## src/rtl/serial_adder.sv

```systemverilog
// Bit-serial unsigned adder: LSB-first, one bit per clock, WIDTH cycles per add.
// Define SERIAL_ADDER_OVF_EN to build the two's-complement overflow flag; otherwise ovf is tied to 0.
module serial_adder #(
   parameter int WIDTH = 8
) (
   input  logic             clk,
   input  logic             rst,
   input  logic             start,
   input  logic [WIDTH-1:0] a,
   input  logic [WIDTH-1:0] b,
   output logic             busy,
   output logic             done,
   output logic [WIDTH-1:0] sum,
   output logic             cout,
   output logic             ovf
);
   // state | meaning
   // IDLE  | waiting for start
   // RUN   | adding one bit per cycle, LSB first
   // DONE  | result valid for one cycle; start here chains a new add

   localparam int CW = $clog2(WIDTH + 1);

   typedef enum logic [1:0] {IDLE, RUN, DONE} state_t;

   state_t           state_q, state_d;
   logic [WIDTH-1:0] a_q, b_q;
   logic [WIDTH-2:0] res_q;
   logic [WIDTH-1:0] sum_q;
   logic             carry_q, cout_q;
   logic [CW-1:0]    cnt_q;

   logic             accept, last_bit, s_bit, c_next;
   logic [WIDTH-1:0] res_full;

   assign accept   = start && (state_q != RUN);
   assign last_bit = (state_q == RUN) && (cnt_q == CW'(WIDTH - 1));
   assign s_bit    = a_q[0] ^ b_q[0] ^ carry_q;
   assign c_next   = (a_q[0] & b_q[0]) | (carry_q & (a_q[0] ^ b_q[0]));
   // Partial result with the new bit entering at the MSB; on the last bit this is the full sum.
   assign res_full = {s_bit, res_q};

   always_comb begin
      state_d = state_q;
      case (state_q)
         IDLE:    if (start) state_d = RUN;
         RUN:     if (last_bit) state_d = DONE;
         DONE:    state_d = start ? RUN : IDLE;
         default: state_d = IDLE;
      endcase
   end

   always_ff @(posedge clk) begin
      if (rst) begin
         state_q <= IDLE;
         a_q     <= '0;
         b_q     <= '0;
         res_q   <= '0;
         sum_q   <= '0;
         carry_q <= 1'b0;
         cout_q  <= 1'b0;
         cnt_q   <= '0;
      end else begin
         state_q <= state_d;
         if (accept) begin
            a_q     <= a;
            b_q     <= b;
            carry_q <= 1'b0;
            cnt_q   <= '0;
         end else if (state_q == RUN) begin
            a_q     <= a_q >> 1;
            b_q     <= b_q >> 1;
            carry_q <= c_next;
            res_q   <= res_full[WIDTH-1:1];
            cnt_q   <= cnt_q + CW'(1);
            if (last_bit) begin
               sum_q  <= res_full;
               cout_q <= c_next;
            end
         end
      end
   end

`ifdef SERIAL_ADDER_OVF_EN
   logic ovf_q;

   // carry_q is the carry into the MSB while the last bit is processed.
   always_ff @(posedge clk) begin
      if (rst) begin
         ovf_q <= 1'b0;
      end else if (last_bit) begin
         ovf_q <= carry_q ^ c_next;
      end
   end

   assign ovf = ovf_q;
`else
   assign ovf = 1'b0;
`endif

   assign busy = (state_q == RUN);
   assign done = (state_q == DONE);
   assign sum  = sum_q;
   assign cout = cout_q;

endmodule
```

## config.mk

```make
export PLATFORM = sky130hd
export DESIGN_NAME = serial_adder
export DESIGN_NICKNAME = d
export VERILOG_FILES = /design/src/rtl/serial_adder.sv
export SDC_FILE = /design/constraint.sdc
export NUM_CORES = 1
export LEC_CHECK = 0
export CAP_MARGIN = 20
export CELL_PAD_IN_SITES_DETAIL_PLACEMENT = 0
export CELL_PAD_IN_SITES_GLOBAL_PLACEMENT = 1
export CORE_ASPECT_RATIO = 1.5
export CORE_MARGIN = 4
export CORE_UTILIZATION = 39
export DETAILED_ROUTE_END_ITERATION = 6
export PLACE_DENSITY = 0.89
export SLEW_MARGIN = 20
export SYNTH_ARGS = -nofsm -noshare
export SYNTH_HDL_FRONTEND = slang
export SYNTH_SLANG_ARGS = --single-unit
```

## constraint.sdc

```tcl
create_clock -name clk -period 1.7 [get_ports clk]
set_input_delay 0.255 -clock clk [delete_from_list [all_inputs] [get_ports clk]]
set_output_delay 0.255 -clock clk [all_outputs]
set_load 0.005 [all_outputs]
```

==> reports/qor.csv, run 1 <==
metric;value;unit
status;finished, final reports clean;
clock-skew-final;0.00699;ns
synth.net_count;197;
ys_warn_count;0;
avgViaCountPerCell;4.93;
synth_edf_count;0;
ys_seq_area_share;46.5;%
internal_power;1.36;mW
area_growth;24.4;%
cts-resized-gates;0;
drc;0;
synth_top_family_by_area;simple AND/OR/NAND/NOR gates;
setup_violations;0;
synthMuxAreaShare;15.8;%
cts_tree;built;
grt_pass1_vias;1195;
cp-end-kind;output port;
p_comb_share;12.3;%
pin_count;31;
yosys.area.top_type;dfxtp_1;
start_util;39.9;%
first_iter_violations;31;
async_flop_share;0;%
grt.total_usage;12.8;%
use_met3;4.53;%
fin_crit;1.56;ns
p_sw;0.424;mW
crit_type;flip-flop to output port;
io_buffer_count;29;
drv_slew;0;
ir_worst_vdd;0.686;mV
coreArea;4210;sq um
met2_usage;21.1;%
gr-total-overflow;0;
holdWs;0.461;ns
synth-compound-area-share;10.9;%
die_h;88.4;microns
post_drt_wl_per_cell;11.9;microns
netlist_area;1680;sq um
drt_first_pass_iters;4;
fill_cells;441;
grt_busiest_layer;met2;
p_sw_share;23.8;%
fin_cells;251;
power.leakage;0.770;nW
min_path_type;flip-flop to flip-flop;
powerDensity;853;nW/um^2
cp_data_required_time;1.44;ns
h-tree-depth;2;
crit_path_start_kind;flip-flop;
path_max_fanout;2;
hold_viol_final;0;
cts_setup_buffers;0;
grt_max_degree;49;
antenna_found_initial;0;
avgSynthCellArea;9.55;sq um
ys.flop_type;dfxtp_1;
ys_ff_latch;39;
synth_cell_types;24;
clock_sinks;39;
drive_gt1_share;7.80;%
power_frac_seq;55.0;%
finalNetCount;225;
synth_top_cell_area_share;46.5;%
synth-simple-area-share;19.9;%
grt_use_met1;14.7;%
clk_latency;0.29;ns
grt_pass1_wl;5.20;mm
fin_setup_tns;0;ns
yosys-top-cells-area;dfxtp_1 (46%), mux2i_1 (15%), nand2b_1 (7.4%);
grt_setup_unrepaired;no;
clk_path_buf_depth;2;
yosysMostFrequentCell;dfxtp_1;
die_w;61.6;microns
diodes;0;
drtAntennaViolNets;0;
cap_violations;0;
dieArea;5440;sq um
cp.arrival;1.30;ns
dp_hpwl;2.03;mm
synthCells;176;
finalCritPeriodShare;91.5;%
ctsHoldBuffers;0;
rows;29;
root_buffer;clkbuf_8;
pwr-share-clk;32.7;%
clk_pin_slew;0.07;ns
total_power;1.78;mW
clock.fmax;643;MHz
synth_common_cells;dfxtp_1 (39), mux2i_1 (25), nand2b_1 (20), nand2_1 (16), nor2_1 (15);
vias;1238;
cts_buffers;5;
dp_cells;243;
routabilityCongestion;0.646;
synth-xor-area-share;0;%
drt_wl_total;2.99;mm
synth_adder_area_share;1.94;%
==> cell type report <==
| type | count | area, sq um | share of cell area, % |
|---|---|---|---|
| Inverter | 1 | 3.75 | 0.180 |
| Sequential cell | 39 | 781 | 37.3 |
| Clock inverter | 1 | 5.00 | 0.239 |
| Multi-Input combinational cell | 122 | 820 | 39.2 |
| Tap cell | 46 | 57.6 | 2.75 |
| Clock buffer | 7 | 76.3 | 3.65 |
| Timing Repair Buffer | 35 | 348 | 16.6 |
==> power by group through the flow <==
stage | sequential (mW) | clock (mW) | combinational (mW)
5_1_grt | 0.986 | 0.646 | 0.247
2_1_floorplan | 0.995 | 0 | 0.149
3_3_place_gp | 1.00 | 0 | 0.218
4_1_cts | 0.980 | 0.610 | 0.222
6_report | 0.980 | 0.583 | 0.219
3_5_place_dp | 1.00 | 0 | 0.222
==> placed cells by master, fill, tap and decap left out <==
cell             count
clkdlybuf4s50_1     29
inv_2                1
nand3_1              2
nor2_1              15
nand2b_1            20
nand2_1             16
buf_4                5
a211oi_1            14
nand3b_1             5
buf_12               1
nor2_4               1
a21oi_1             12
conb_1               1
ha_1                 1
mux2_4               1
nor3_1               3
clkbuf_8             5
mux2i_1             25
clkbuf_1             2
a31oi_1              1
clkinv_2             1
or3_1                1
fa_1                 1
nor2b_1              2
a211oi_2             1
dfxtp_1             39
==> routing by layer <==
metal / up-vias / wire (microns)
li1: 652 / -
met4: 0 / 59
met3: 5 / 156
met2: 24 / 1450
met1: 557 / 1330
met5: - / 0
==> worst max-delay path, stage by stage, from the launching register on <==
cell             delay, ns
dfxtp_1               0.30
nand2b_1              0.16
inv_2                 0.06
clkdlybuf4s50_1       0.50
==> path summary, 6_finish.rpt <==
kind | slack, ns | depth (start not counted) | end | startpoint
max | 0.14 | 3 | busy | state_q[1]
min | 0.46 | 2 | res_q[0] | res_q[0]
max reg2reg | 0.31 | 4 | sum[6] | cnt_q[0]
min reg2reg | 0.46 | 2 | res_q[0] | res_q[0]
==> cells by family after synthesis <==
| logic type | after synthesis |
|---|---|
| muxes | 26 |
| other | 1 |
| buffers and inverters | 15 |
| adders and majority gates | 2 |
| AOI/OAI and AO/OA | 28 |
| and+or+nand+nor | 65 |
| DFF | 39 |
==> through the flow <==
stage	cell area, sq um	worst slack, ns	utilization (%)
global route	2090	0.0676	49.7
detailed placement	2010	0.175	47.7
global placement	2010	0.182	47.7
CTS	2090	0.120	49.7
finish	2090	0.144	49.7
floorplan	1680	0.497	-
==> sequential cells by signal (all words and copies together), names as in the netlist <==
register / cells
cnt_q: 4
cout: 1
res_q: 7
state_q: 2
b_q: 8
sum: 8
a_q: 8
carry_q: 1
Note: power is estimated with default switching activity, not from simulation.
==> run 2: changes to the inputs <==
CORE_ASPECT_RATIO = 0.7   (was 1.5)
==> run 2 against run 1 <==
- cell area grew 1.0%
- worst hold slack got worse by 0.0014 ns
- flip-flop and latch count is the same
- clock power increased by 2%
- register-to-register slack got worse by 0.03 ns
- critical path type unchanged
- highest routed layer unchanged
==> reports/qor.csv, run 2 (same netlist as run 1, synthesis figures left out) <==
metric;value;unit
clock-skew-final;0.00903;ns
clk_path_buf_depth;2;
clk_latency;0.29;ns
cts_buffers;5;
hold_viol_final;0;
status;finished, final reports clean;
layout_commonest_cell;dfxtp_1;
avgViaCountPerCell;4.85;
coreArea;4040;sq um
die_w;86.5;microns
cp-end-kind;output port;
drt_first_pass_iters;4;
vias;1236;
first_iter_violations;91;
area_growth;25.7;%
drc;0;
drive_gt1_share;7.39;%
routabilityCongestion;0.718;
cp_data_required_time;1.44;ns
finalCritPeriodShare;95.0;%
clock_sinks;39;
crit_path_start_kind;flip-flop;
min_path_type;flip-flop to flip-flop;
total_power;1.80;mW
drv_slew;0;
power.leakage;0.770;nW
finalNetCount;223;
grt_max_degree;49;
final_cell_mix;dfxtp_1 (39), clkdlybuf4s50_1 (29), mux2i_1 (25);
clk_pin_slew;0.07;ns
drt_wl_total;3.16;mm
cts-resized-gates;0;
ctsHoldBuffers;0;
rows;19;
diodes;0;
cts_setup_buffers;0;
grt_pass1_vias;1105;
cts_tree;built;
grt.total_usage;12.3;%
grt_setup_unrepaired;no;
antenna_found_initial;0;
die_h;62.9;microns
path_max_fanout;2;
pin_count;31;
cap_violations;0;
ir_worst_vdd;0.587;mV
start_util;41.6;%
root_buffer;clkbuf_8;
setup_violations;0;
grt_pass1_wl;5.28;mm
io_buffer_count;29;
fin_crit;1.61;ns
drtAntennaViolNets;0;
cp.arrival;1.36;ns
fin_setup_tns;0;ns
h-tree-depth;2;
post_drt_wl_per_cell;12.4;microns
clock.fmax;619;MHz
crit_type;flip-flop to output port;
powerDensity;853;nW/um^2
gr-total-overflow;0;
dieArea;5440;sq um
run 2: changes by cell type in the layout (fill, tap and decap cells not counted), sizes merged:
| cell | before | now |
|---|---|---|
| clkbuf | 7 | 6 |
| buf | 6 | 4 |
| clkinvlp | 0 | 1 |
run 2: worst paths after layout:
check | from | end | slack (ns) | depth (start not counted)
worst max-delay path | state_q[1] | busy | 0.09 | 3
worst min-delay path | res_q[0] | res_q[0] | 0.46 | 2
worst max register to register | cnt_q[0] | sum[0] | 0.28 | 4
worst min register to register | res_q[0] | res_q[0] | 0.46 | 2
run 2: metrics by stage:
stage / util, % / cell area, sq um / cells / hold slack, ns / worst slack (ns)
CTS: 52.3 / 2110 / 255 / 0.462 / 0.0681
floorplan: - / 1680 / 176 / 0.437 / 0.497
detailed placement: 50.2 / 2030 / 247 / 0.451 / 0.238
global route: 52.3 / 2110 / 255 / 0.495 / 0.00249
finish: 52.3 / 2110 / 255 / 0.460 / 0.0854
global placement: 50.2 / 2030 / 247 / 0.445 / 0.274
run 2: layer usage:
| metal | vias up | share of wire (%) | global-route usage [%] |
|---|---|---|---|
| met4 | 0 | 1.8 | 5.84 |
| met3 | 7 | 6.2 | 4.35 |
| met5 | - | 0 | 0 |
| met1 | 555 | 53 | 17.5 |
| met2 | 24 | 39 | 16.2 |
| li1 | 650 | - | - |
run 2: cell type report:
class	instances	area, sq um
Timing Repair Buffer	33	358
Inverter	1	3.75
Clock buffer	6	72.6
Clock inverter	2	12.5
Fill cell	409	1930
Sequential cell	39	781
Multi-Input combinational cell	122	820
Tap cell	52	65.1
run 2: worst max-delay path, stage by stage, from the launching register on:
cell and delay (ns):
dfxtp_1 0.30, nand2b_1 0.19, inv_2 0.08, clkdlybuf4s50_1 0.50
run 2: power by group:
part / total [mW] / switching [mW] / internal [mW]
Combinational: 0.227 / 0.107 / 0.120
Sequential: 0.979 / 0.0231 / 0.955
Clock: 0.595 / 0.309 / 0.286
Total: 1.80 / 0.439 / 1.36
==> run 3: changes to the inputs <==
TNS_END_PERCENT = 5   (was unset)
==> results of run 3 <==
The final DEF is identical to that of run 2; final timing and power are the same.
